**src/rtl/ap_cpu_mem_arbiter_16.sv**
```systemverilog
// ---------------------------------------------------------------------------
// ap_cpu_mem_arbiter_16
//
// Purpose:
//   Shares one 16-bit-data memory between two 32-bit CPU requesters, port I
//   (instruction fetch) and port D (load/store). One request is granted at a
//   time. Each 32-bit access is then run as two 16-bit memory beats, high half
//   first. All outputs are registered.
//
// Configuration:
//   AP_ARB_ROUND_ROBIN_EN
//     Defined:   when both ports request together, the port not granted last
//                wins. D_PRIORITY is ignored.
//     Undefined: fixed priority set by D_PRIORITY. A winner that keeps
//                requesting can starve the other port.
//
// Parameters:
//   ADDR_WIDTH  CPU word-address width. The memory address has the same width.
//   D_PRIORITY  Fixed-priority mode only. 1 = D wins ties, 0 = I wins ties.
//
// Ports:
//   iCLK, iRESETn             clock (rising edge) and asynchronous active-low reset
//   iX_EN / iX_RW             request and direction (1 = write), X in {I, D}
//   iX_ADDR / iX_WDATA        word address and write data
//   oX_RDY / oX_RDATA         access done (a level, held until EN drops) and read data
//   oMEM_EN / oMEM_RW         memory beat request and direction
//   oMEM_ADDR / oMEM_WDATA    halfword address (word*2 + half) and beat write data
//   iMEM_RDATA / iMEM_RDY     beat read data and beat accepted
// ---------------------------------------------------------------------------
module ap_cpu_mem_arbiter_16 #(
    parameter int ADDR_WIDTH = 32,
    parameter bit D_PRIORITY = 1'b1
) (
    input  logic                  iCLK,
    input  logic                  iRESETn,
    input  logic                  iI_EN,
    input  logic                  iI_RW,
    input  logic [ADDR_WIDTH-1:0] iI_ADDR,
    input  logic [31:0]           iI_WDATA,
    input  logic                  iD_EN,
    input  logic                  iD_RW,
    input  logic [ADDR_WIDTH-1:0] iD_ADDR,
    input  logic [31:0]           iD_WDATA,
    output logic                  oI_RDY,
    output logic [31:0]           oI_RDATA,
    output logic                  oD_RDY,
    output logic [31:0]           oD_RDATA,
    output logic                  oMEM_EN,
    output logic                  oMEM_RW,
    output logic [ADDR_WIDTH-1:0] oMEM_ADDR,
    output logic [15:0]           oMEM_WDATA,
    input  logic [15:0]           iMEM_RDATA,
    input  logic                  iMEM_RDY
);

    typedef enum logic [1:0] {ST_IDLE, ST_HI, ST_LO, ST_DONE} state_t;

    state_t                state_q;
    logic                  grant_d_q;   // 1 = current access belongs to port D
    logic                  rw_q;
    logic [ADDR_WIDTH-2:0] addr_q;      // top CPU address bit is dropped (wraps)
    logic [31:0]           wdata_q;
    logic                  abort_q;     // winner dropped EN mid-access
    logic                  mem_en_q, mem_rw_q;
    logic [ADDR_WIDTH-1:0] mem_addr_q;
    logic [15:0]           mem_wdata_q;
    logic                  i_rdy_q, d_rdy_q;
    logic [31:0]           i_rdata_q, d_rdata_q;
`ifdef AP_ARB_ROUND_ROBIN_EN
    logic                  last_d_q;    // 1 = last grant went to port D
`endif

    // Arbitration decision and the winner's request fields, used in IDLE only
    logic                  grant_d_d;
    logic                  sel_rw;
    logic [ADDR_WIDTH-2:0] sel_addr;
    logic [31:0]           sel_wdata;
    logic                  win_en;

    // NOTE: every output of an always_comb gets a default first, so no path
    // can leave it unassigned and infer a latch.
    always_comb begin
        grant_d_d = 1'b0;
        if (iD_EN && !iI_EN) begin
            grant_d_d = 1'b1;
        end else if (iD_EN && iI_EN) begin
`ifdef AP_ARB_ROUND_ROBIN_EN
            grant_d_d = !last_d_q;
`else
            grant_d_d = D_PRIORITY;
`endif
        end
        sel_rw    = grant_d_d ? iD_RW : iI_RW;
        sel_addr  = grant_d_d ? iD_ADDR[ADDR_WIDTH-2:0] : iI_ADDR[ADDR_WIDTH-2:0];
        sel_wdata = grant_d_d ? iD_WDATA : iI_WDATA;
    end

    assign win_en = grant_d_q ? iD_EN : iI_EN;

    // The address MSBs are discarded on purpose: halfword addressing wraps.
    logic unused_addr_msb;
    assign unused_addr_msb = &{1'b0, iI_ADDR[ADDR_WIDTH-1], iD_ADDR[ADDR_WIDTH-1]};

    // NOTE: sequential state uses non-blocking assignments only. Every register
    // then updates from pre-edge values, with no ordering races.
    always_ff @(posedge iCLK or negedge iRESETn) begin
        if (!iRESETn) begin
            state_q     <= ST_IDLE;
            grant_d_q   <= 1'b0;
            rw_q        <= 1'b0;
            addr_q      <= '0;
            wdata_q     <= '0;
            abort_q     <= 1'b0;
            mem_en_q    <= 1'b0;
            mem_rw_q    <= 1'b0;
            mem_addr_q  <= '0;
            mem_wdata_q <= '0;
            i_rdy_q     <= 1'b0;
            d_rdy_q     <= 1'b0;
            i_rdata_q   <= '0;
            d_rdata_q   <= '0;
`ifdef AP_ARB_ROUND_ROBIN_EN
            last_d_q    <= 1'b0;
`endif
        end else begin
            case (state_q)
                ST_IDLE: begin
                    if (iI_EN || iD_EN) begin
                        grant_d_q   <= grant_d_d;
                        rw_q        <= sel_rw;
                        addr_q      <= sel_addr;
                        wdata_q     <= sel_wdata;
                        abort_q     <= 1'b0;
                        mem_en_q    <= 1'b1;
                        mem_rw_q    <= sel_rw;
                        mem_addr_q  <= {sel_addr, 1'b0};
                        mem_wdata_q <= sel_wdata[31:16];
                        state_q     <= ST_HI;
`ifdef AP_ARB_ROUND_ROBIN_EN
                        last_d_q    <= grant_d_d;
`endif
                    end
                end
                ST_HI: begin
                    if (!win_en) abort_q <= 1'b1;
                    if (iMEM_RDY) begin
                        if (!rw_q) begin
                            if (grant_d_q) d_rdata_q[31:16] <= iMEM_RDATA;
                            else           i_rdata_q[31:16] <= iMEM_RDATA;
                        end
                        mem_addr_q  <= {addr_q, 1'b1};
                        mem_wdata_q <= wdata_q[15:0];
                        state_q     <= ST_LO;
                    end
                end
                ST_LO: begin
                    if (iMEM_RDY) begin
                        if (!rw_q) begin
                            if (grant_d_q) d_rdata_q[15:0] <= iMEM_RDATA;
                            else           i_rdata_q[15:0] <= iMEM_RDATA;
                        end
                        mem_en_q <= 1'b0;
                        // Both beats always run, so a write is never torn.
                        // An abandoned access skips the handshake.
                        if (abort_q || !win_en) begin
                            state_q <= ST_IDLE;
                        end else begin
                            state_q <= ST_DONE;
                            if (grant_d_q) d_rdy_q <= 1'b1;
                            else           i_rdy_q <= 1'b1;
                        end
                    end
                end
                ST_DONE: begin
                    if (!win_en) begin
                        i_rdy_q <= 1'b0;
                        d_rdy_q <= 1'b0;
                        state_q <= ST_IDLE;
                    end
                end
                default: state_q <= ST_IDLE;
            endcase
        end
    end

    assign oI_RDY     = i_rdy_q;
    assign oI_RDATA   = i_rdata_q;
    assign oD_RDY     = d_rdy_q;
    assign oD_RDATA   = d_rdata_q;
    assign oMEM_EN    = mem_en_q;
    assign oMEM_RW    = mem_rw_q;
    assign oMEM_ADDR  = mem_addr_q;
    assign oMEM_WDATA = mem_wdata_q;

endmodule

```
**config.mk**
```make
export PLATFORM = sky130hd
export DESIGN_NAME = ap_cpu_mem_arbiter_16
export DESIGN_NICKNAME = d
export VERILOG_FILES = /design/src/rtl/ap_cpu_mem_arbiter_16.sv
export SDC_FILE = /design/constraint.sdc
export NUM_CORES = 1
export LEC_CHECK = 0
export ABC_AREA = 0
export CAP_MARGIN = 20
export CORE_MARGIN = 8
export CORE_UTILIZATION = 31
export DETAILED_ROUTE_END_ITERATION = 6
export GPL_TIMING_DRIVEN = 0
export PLACE_DENSITY_LB_ADDON = 0.2
export SYNTH_ARGS = -nofsm -noshare
export SYNTH_HDL_FRONTEND = slang
export SYNTH_SLANG_ARGS = --single-unit
```
**constraint.sdc**
```tcl
create_clock -name iCLK -period 2.3 [get_ports iCLK]
set_input_delay 0.23 -clock iCLK [delete_from_list [all_inputs] [get_ports iCLK]]
set_output_delay 0.23 -clock iCLK [all_outputs]
set_load 0.01 [all_outputs]
```
# Word level (Yosys, flattened, before mapping)
# Cells that the tools add are included.
[totals]
reg_bits = 167
out_inout_bits = 116
[op_classes]
n_eq_ne = 11
n_mux = 33
bitwise = 2
reduce_logical = 21
[ops]
columns = ["cell", "count"]
rows = [
  ["$mux W32", 3],
  ["$pmux W32 S2", 1],
  ["$mux W16", 2],
  ["$pmux W16 S2", 1],
  ["$mux W31", 1],
  ["$reduce_and A4 Y1", 5],
  ["$ne A2 B2 Y1 const B", 8],
  ["$mux W1", 15],
  ["$mux W2", 5],
  ["$reduce_and A5 Y1", 2],
  ["$reduce_and A3 Y1", 3],
  ["$pmux W1 S2", 4],
  ["$pmux W2 S4", 1],
  ["$reduce_bool A2 Y1", 3],
  ["$eq A2 B2 Y1 const B", 2],
  ["$eq A2 B1 Y1 const B", 1],
  ["$logic_and A1 B1 Y1", 2],
  ["$logic_not A1 Y1", 2],
  ["$logic_not A2 Y1", 1],
  ["$logic_or A1 B1 Y1", 2],
  ["$not A1 Y1", 2],
  ["$reduce_and A2 Y1", 1],
]

# Logic depth before layout (Yosys ltp)
# Gate-level depths: netlist of the first run.
[logic_depth]
ltp_word = 6
depth_mapped = 6
depth_no_buf = 3

# Worst setup path before layout of the first run
# No wires, ideal clock.
[synth_path]
path_type = "register -> register"
from = "reg state_q[0]"
to = "reg mem_wdata_q[14] (netlist: oMEM_WDATA[14])"
setup_time_ns = 0.127
arrival_ns = 1.515
t_required_ns = 2.173
slack_ns = 0.658
stages_incl_launch_ff = 6
path_buffers = 2
cell_sequence = "dfrtp_1 > nand2b_1 > buf_2 > buf_2 > mux2_2 > mux2_1"
[synth_between]
elab_chain_len = 3
word_cells_on_any_way = 7
classes_between = "3 x eq/ne; 1 x mux; 3 x reduce/logical"
[synth_lines]
columns = ["element", "line", "rtl"]
rows = [
  ["start: declaration", "58", "state_t state_q;"],
  ["start signal: assignment", "108", "state_q <= ST_IDLE;"],
  ["start signal: assignment", "138", "state_q <= ST_HI;"],
  ["start signal: assignment", "153", "state_q <= ST_LO;"],
  ["$eq A2 B1 Y1 or $logic_not A2 Y1 (tied branches)", "126", "case (state_q)"],
  ["$ne A2 B2 Y1 (no source line) or $reduce_bool A2 Y1 (tied branches)", "-", ""],
  ["$reduce_and A3 Y1 (no source line)", "-", ""],
  ["end signal: assignment", "137", "mem_wdata_q <= sel_wdata[31:16];"],
  ["end signal: assignment", "152", "mem_wdata_q <= wdata_q[15:0];"],
  ["end: declaration", "66", "logic [15:0] mem_wdata_q;"],
]
# Parallel ways exist; a longest one is shown, timed or not.
# A chain may end at the register's enable or synchronous reset.

# Worst setup path in the final report of the first run
[layout_path]
from = "reg state_q[0]"
to = "reg addr_q[18]"
[layout_between]
elab_chain_len = 2
[layout_lines]
columns = ["element", "line", "rtl"]
rows = [
  ["$logic_not A2 Y1", "126", ""],
  ["$reduce_and A2 Y1 (no source line)", "-", ""],
  ["end signal: assignment", "131", "addr_q <= sel_addr;"],
  ["end: declaration", "61", "logic [ADDR_WIDTH-2:0] addr_q;"],
]
# No other way between the ends.

==> out/qor.txt, run 1 <==
Final worst clock skew - 0.0113 ns
Worst-Skew Late Latency - 0.41 ns
Largest net degree at the start of global routing - 94
Half-perimeter wire length after placement - 16.4 mm
Final Cycle Share - 89.0%
DRC viols - 0
DRT Pass-1 Iters - 4
Internal power - 10.3 mW
Yosys reg bits - 167
Initial antenna violation count - 1
Antenna-violating nets left - 0
Routed wire length - 21.7 mm
YS warnings - 0
Post-layout min period - 2.05 ns
Reg-to-Reg Start - state_q[0]$_DFFE_PN0P_
Share of cells above drive strength 1 - 40.4%
Synthesized Nets - 652
Worst Tran Pin Value - 0.650 ns
Fin util - 46.7%
Maxcap violations - 0
Synth top area cells - dfrtp_1, mux2_2, mux2_1
Cell variety after synth - 29
Met1 Track Usage GR - 17.4%
Clock slew at reported path FFs - 0.07 ns
R2r endpoint - addr_q[18]$_DFFE_PN0P_
Hold Path Class - input port to flip-flop
Leakage - 4.64 nW
Seq/Total Area, Yosys - 54.6%
Fillers - 2210
FMAX - 0.488 GHz
CTS tree - yes
CTS root buf - clkbuf_16
PwrDens - 1320 mW/mm²
Sw Share - 31.1%
Synth area leader - dfrtp_1
Clock Sinks - 167
I/O pin total - 267
Chip height - 173 µm
Share of flip-flops with an asynchronous set or reset - 100%
Number of cells on the worst hold path - 2
WP data arrival - 2.35 ns
EDFF count, synth - 0
Hold Crit Start - iMEM_RDY
Vias in the first global route - 5976
TritonCTS Buffers - 17
FF/Latch Area - 0.00418 mm²
Initial DRC Count - 143
Peak supply drop - 0.756 mV
Crit. End Element - flip-flop
Commonest cells after routing, fill and taps aside - clkdlybuf4s50_1, mux2_2, dfrtp_1
Clock Path Buffers - 2
Crit-path max FO - 10
Drt wl/cell - 19.4 µm
CP Launch Type - flip-flop
Vias - 5100
Initial core utilization - 31.5%
Final Wtd Congestion - 0.764
GRT met3 Usage - 6.32%
Syn Area/Cell - 15.3 µm²
Synth Flop Type - dfrtp_1
Global-route wire length before repair - 34.8 mm
CP required - 2.60 ns
Synth top area share - 54.6%
Area of the multi-input gates - 0.00328 mm²
Part of the power in the clock network - 19.5%
Grt ovf - 0
Comb pwr share - 45.5%
Post-cts resize count - 0
Port bufs - 262
Area grow syn2layout - 48.0%
Design area - 0.0113 mm²
Row Count - 57
DIE AREA - 0.0300 mm²
P_sw - 4.64 mW
RSZ-0062 raised after global routing - no
Mapped cell area - 0.00765 mm²
Relative slew slack - 56.6%
Die X - 173 µm
Hold Slack - 0.173 ns
Critical path type - flip-flop to flip-flop
Register share of total power - 35.0%
Final Hold Fails - 0
Vias per std cell - 4.55
Final Net Count - 935
Most used routing layer - met2
FF-to-FF setup slack - 0.25 ns
Hold Crit Endpoint - oMEM_ADDR[0]$_DFFE_PN0P_
Setup Total Neg Slack - 0 ns
Status - finished clean
Total power - 14.9 mW
# diodes - 0
Tot GR Track Use - 14.7%
Core area - 0.0242 mm²
Slew Viols, Final - 0
Post-Synthesis Cells - 501
Post-DP Area - 0.0107 mm²
Reg2Reg Depth - 5
GR Layer Usage met2 - 24.6%
Commonest non-fill, non-tap cell in the layout - clkdlybuf4s50_1
Endpoints failing setup - 0
H-tree Lvls - 4
-- flip-flops by register name (all words and copies together) (netlist names) --
name        cells
wdata_q        16
abort_q         1
oMEM_RW         1
oD_RDY          1
oI_RDY          1
oI_RDATA       32
oMEM_WDATA     16
addr_q         31
grant_d_q       1
oMEM_ADDR      32
oD_RDATA       32
state_q         2
oMEM_EN         1
-- metrics by stage --
| stage | std cells | worst slack (ns) |
|---|---|---|
| after floorplan | 501 | 0.658 |
| after global placement | 1087 | -5.62 |
| after detailed placement | 1088 | 0.0765 |
| after CTS | 1121 | 0.194 |
| after global routing | 1121 | 0.133 |
| final | 1121 | 0.252 |
-- worst max-delay path, stage by stage, from the launching register on --
cell     delay, ns
dfrtp_1       0.39
nor2_1        0.23
o21a_1        0.29
buf_2         0.30
buf_2         0.35
mux2_2        0.37
-- repair_timing --
item,4_1_cts,5_1_grt
hold buffers,1,0
setup buffers,0,0
setup endpoints to repair,0,0
hold endpoints to repair,74,0
-- cell usage after synthesis (2+ instances only) --
cell type and number:
buf_6 4, mux2_2 256, clkbuf_1 2, inv_1 2
a32o_1 2, buf_2 20, nand2_1 4, nand3b_1 2
mux2i_1 3, nor2_1 2, mux2_1 14, buf_4 3
dfrtp_1 167, a22o_1 4, nor3_1 2
-- how the worst max path moves through the flow --
stage,cells past startpoint,slack (ns),to,from
CTS,5,0.19,oD_RDATA[25]$_DFFE_PN0P_,state_q[1]$_DFFE_PN0P_
global placement,1,-5.62,oMEM_WDATA[4]$_DFFE_PN0P_,iRESETn
finish,5,0.25,addr_q[18]$_DFFE_PN0P_,state_q[0]$_DFFE_PN0P_
detailed placement,5,0.08,addr_q[20]$_DFFE_PN0P_,iI_EN
global route,5,0.13,addr_q[22]$_DFFE_PN0P_,state_q[0]$_DFFE_PN0P_
floorplan,5,0.66,oMEM_WDATA[14]$_DFFE_PN0P_,state_q[0]$_DFFE_PN0P_
-- metal layers --
metal	part of all wire (%)	wire length (µm)	up-vias
met5	0.060	13	-
met4	0.80	174	2
met3	8.0	1730	10
met2	49	10600	165
met1	43	9240	2538
li1	-	-	2385
-- power groups by stage --
stage | clock network (mW) | logic [mW] | registers [mW]
2_1_floorplan | 0 | 3.15 | 5.63
3_3_place_gp | 0 | 6.79 | 5.21
3_5_place_dp | 0 | 6.90 | 5.29
4_1_cts | 3.01 | 6.93 | 5.26
5_1_grt | 3.14 | 7.31 | 5.45
6_report | 2.91 | 6.79 | 5.23
-- cell type report --
cell class,instances,area share (%)
Inverter,2,0.0663
Sequential cell,167,36.9
Clock inverter,13,1.39
Tap cell,324,3.58
Multi-Input combinational cell,302,29.0
Clock buffer,19,3.91
Buffer,30,1.59
Timing Repair Buffer,264,23.5
-- cells by family after synthesis --
family,Yosys count,synth area share [%]
multiplexers,273,40.2
AND/OR/NAND/NOR,18,1.57
buffers and inverters,32,2.45
AO/OA/AOI/OAI,11,1.18
flip-flops,167,54.6
No activity file was read; power rests on OpenSTA's default activity.
==> run 2: changes to the inputs <==
--- a/config.mk
+++ b/config.mk
@@ -7,8 +7,8 @@
 export LEC_CHECK = 0
 export ABC_AREA = 0
 export CAP_MARGIN = 20
-export CORE_MARGIN = 8
-export CORE_UTILIZATION = 31
+export CORE_MARGIN = 1.5
+export CORE_UTILIZATION = 25
 export DETAILED_ROUTE_END_ITERATION = 6
 export GPL_TIMING_DRIVEN = 0
 export PLACE_DENSITY_LB_ADDON = 0.2
==> out/qor.txt, run 2 (synthesis gave the netlist of run 1 again) <==
Total power - 14.8 mW (was 14.9 mW)
CP required - 2.61 ns (was 2.60 ns)
Drt wl/cell - 17.7 µm (was 19.4 µm)
Maxcap violations - 0 (unchanged)
CTS root buf - clkbuf_16 (unchanged)
Peak supply drop - 0.547 mV (was 0.756 mV)
Half-perimeter wire length after placement - 15.0 mm (was 16.4 mm)
P_sw - 4.72 mW (was 4.64 mW)
Share of cells above drive strength 1 - 40.5% (was 40.4%)
DRC viols - 0 (unchanged)
Final Cycle Share - 88.7% (was 89.0%)
PwrDens - 1300 mW/mm² (was 1320 mW/mm²)
DRT Pass-1 Iters - 4 (unchanged)
FMAX - 0.490 GHz (was 0.488 GHz)
Final worst clock skew - 0.0134 ns (was 0.0113 ns)
Critical path type - flip-flop to flip-flop (unchanged)
Crit-path max FO - 10 (unchanged)
Clock Path Buffers - 2 (unchanged)
CP Launch Type - flip-flop (unchanged)
Post-layout min period - 2.04 ns (was 2.05 ns)
Dpl ws - 0.0388 ns (was 0.0765 ns)
H-tree Lvls - 4 (unchanged)
I/O pin total - 267 (unchanged)
Global-route wire length before repair - 32.3 mm (was 34.8 mm)
DIE AREA - 0.0316 mm² (was 0.0300 mm²)
Post-cts resize count - 0 (unchanged)
Worst Tran Pin Value - 0.680 ns (was 0.650 ns)
Vias per std cell - 4.29 (was 4.55)
Setup ws final - 0.261 ns (was 0.252 ns)
Die X - 178 µm (was 173 µm)
Antenna-violating nets left - 0 (unchanged)
Internal power - 10.1 mW (was 10.3 mW)
RSZ-0062 raised after global routing - no (unchanged)
Area grow syn2layout - 49.1% (was 48.0%)
Commonest non-fill, non-tap cell in the layout - clkdlybuf4s50_1 (unchanged)
Vias in the first global route - 5478 (was 5976)
Clock Sinks - 167 (unchanged)
Core area - 0.0299 mm² (was 0.0242 mm²)
Vias - 5102 (was 5100)
Worst-Skew Late Latency - 0.43 ns (was 0.41 ns)
Setup Buffers After CTS - 0 (unchanged)
Part of the power in the clock network - 19.5% (about the same)
Chip height - 178 µm (was 173 µm)
Design area - 0.0114 mm² (was 0.0113 mm²)
Post-DP Area - 0.0108 mm² (was 0.0107 mm²)
WP data arrival - 2.35 ns (about the same)
TritonCTS Buffers - 17 (unchanged)
Crit. End Element - flip-flop (unchanged)
Tot GR Track Use - 13.6% (was 14.7%)
Clock slew at reported path FFs - 0.07 ns (about the same)
Status - finished clean (unchanged)
Routed wire length - 21.0 mm (was 21.7 mm)
Fillers - 2904 (was 2210)
Endpoints failing setup - 0 (unchanged)
Largest net degree at the start of global routing - 110 (was 94)
Initial antenna violation count - 1 (unchanged)
Grt ovf - 0 (unchanged)
Leakage - 4.65 nW (was 4.64 nW)
Hold Slack - 0.189 ns (was 0.173 ns)
Sw Share - 31.8% (was 31.1%)
Commonest cells after routing, fill and taps aside - clkdlybuf4s50_1, mux2_2, dfrtp_1 (unchanged)
Relative slew slack - 54.7% (was 56.6%)
Row Count - 63 (was 57)
Initial core utilization - 25.6% (was 31.5%)
Final Net Count - 935 (unchanged)
Port bufs - 262 (unchanged)
Hold_buf cts - 1 (unchanged)
Final Wtd Congestion - 0.673 (was 0.764)
Fin util - 38.2% (was 46.7%)
Comb pwr share - 45.6% (was 45.5%)
Initial DRC Count - 160 (was 143)
Hold Path Class - input port to flip-flop (unchanged)
Final Hold Fails - 0 (unchanged)
Register share of total power - 35.0% (about the same)
Slew Viols, Final - 0 (unchanged)
CTS tree - yes (unchanged)
[run 2: cell count changes in the layout (fill, tap and decap cells not counted)]
| cell | previous run | this run |
|---|---|---|
| clkbuf_1 | 3 | 2 |
| clkinv_8 | 0 | 3 |
| clkinvlp_4 | 3 | 1 |
| diode_2 | 0 | 1 |
| inv_6 | 4 | 2 |
| clkinv_4 | 2 | 3 |
| inv_8 | 2 | 5 |
| bufinv_16 | 2 | 0 |
[run 2: cell type report]
type	count	area (µm²)	area share, %
flip-flops and latches	167	4180	36.7
multi-input cells	302	3280	28.8
repair buffers	264	2670	23.4
well taps	390	488	4.28
clock buffers	18	439	3.85
plain buffers	30	180	1.58
clock inverters	14	156	1.37
inverters	2	7.51	0.0659
diodes	1	2.50	0.0220
[run 2: final timing paths]
| kind | startpoint | end | slack [ns] | cells after the start |
|---|---|---|---|---|
| worst max-delay path | state_q[0]$_DFFE_PN0P_ | addr_q[24]$_DFFE_PN0P_ | 0.26 | 5 |
| worst min-delay path | iMEM_RDY | oMEM_ADDR[0]$_DFFE_PN0P_ | 0.19 | 2 |
| worst max register to register | state_q[0]$_DFFE_PN0P_ | addr_q[24]$_DFFE_PN0P_ | 0.26 | 5 |
| worst min register to register | oMEM_EN$_DFFE_PN0P_ | oMEM_EN$_DFFE_PN0P_ | 0.49 | 2 |
| max in group asynchronous | iRESETn | oD_RDATA[3]$_DFFE_PN0P_ | 1.00 | 3 |
| min in group asynchronous | iRESETn | addr_q[26]$_DFFE_PN0P_ | 0.32 | 2 |
[run 2: worst max-delay path: stages, from the launching register on]
cell     delay (ns)
dfrtp_1        0.39
nor2_1         0.25
o21a_1         0.27
buf_2          0.31
buf_2          0.33
mux2_2         0.37
[run 2: power groups by stage]
| stage | Combinational, mW | Clock, mW | Sequential, mW |
|---|---|---|---|
| after floorplan | 3.15 | 0 | 5.63 |
| after global placement | 6.87 | 0 | 5.21 |
| after detailed placement | 6.88 | 0 | 5.26 |
| after CTS | 6.91 | 3.02 | 5.22 |
| after global routing | 7.31 | 3.13 | 5.42 |
| final | 6.76 | 2.89 | 5.19 |
[run 2: per-layer routing]
layer  share of wire (%)  GRT usage, %  wire [µm]
met3                  10          5.96       2140
met5                   0             0          0
met4                0.82          3.15        171
met2                  45          21.4       9410
met1                  44          17.1       9240
[run 2: stage by stage]
| stage | TNS (ns) | instances |
|---|---|---|
| floorplan | 0 | 501 |
| global placement | -1111.78 | 1153 |
| detailed placement | 0 | 1154 |
| CTS | 0 | 1187 |
| global route | 0 | 1187 |
| finish | 0 | 1188 |
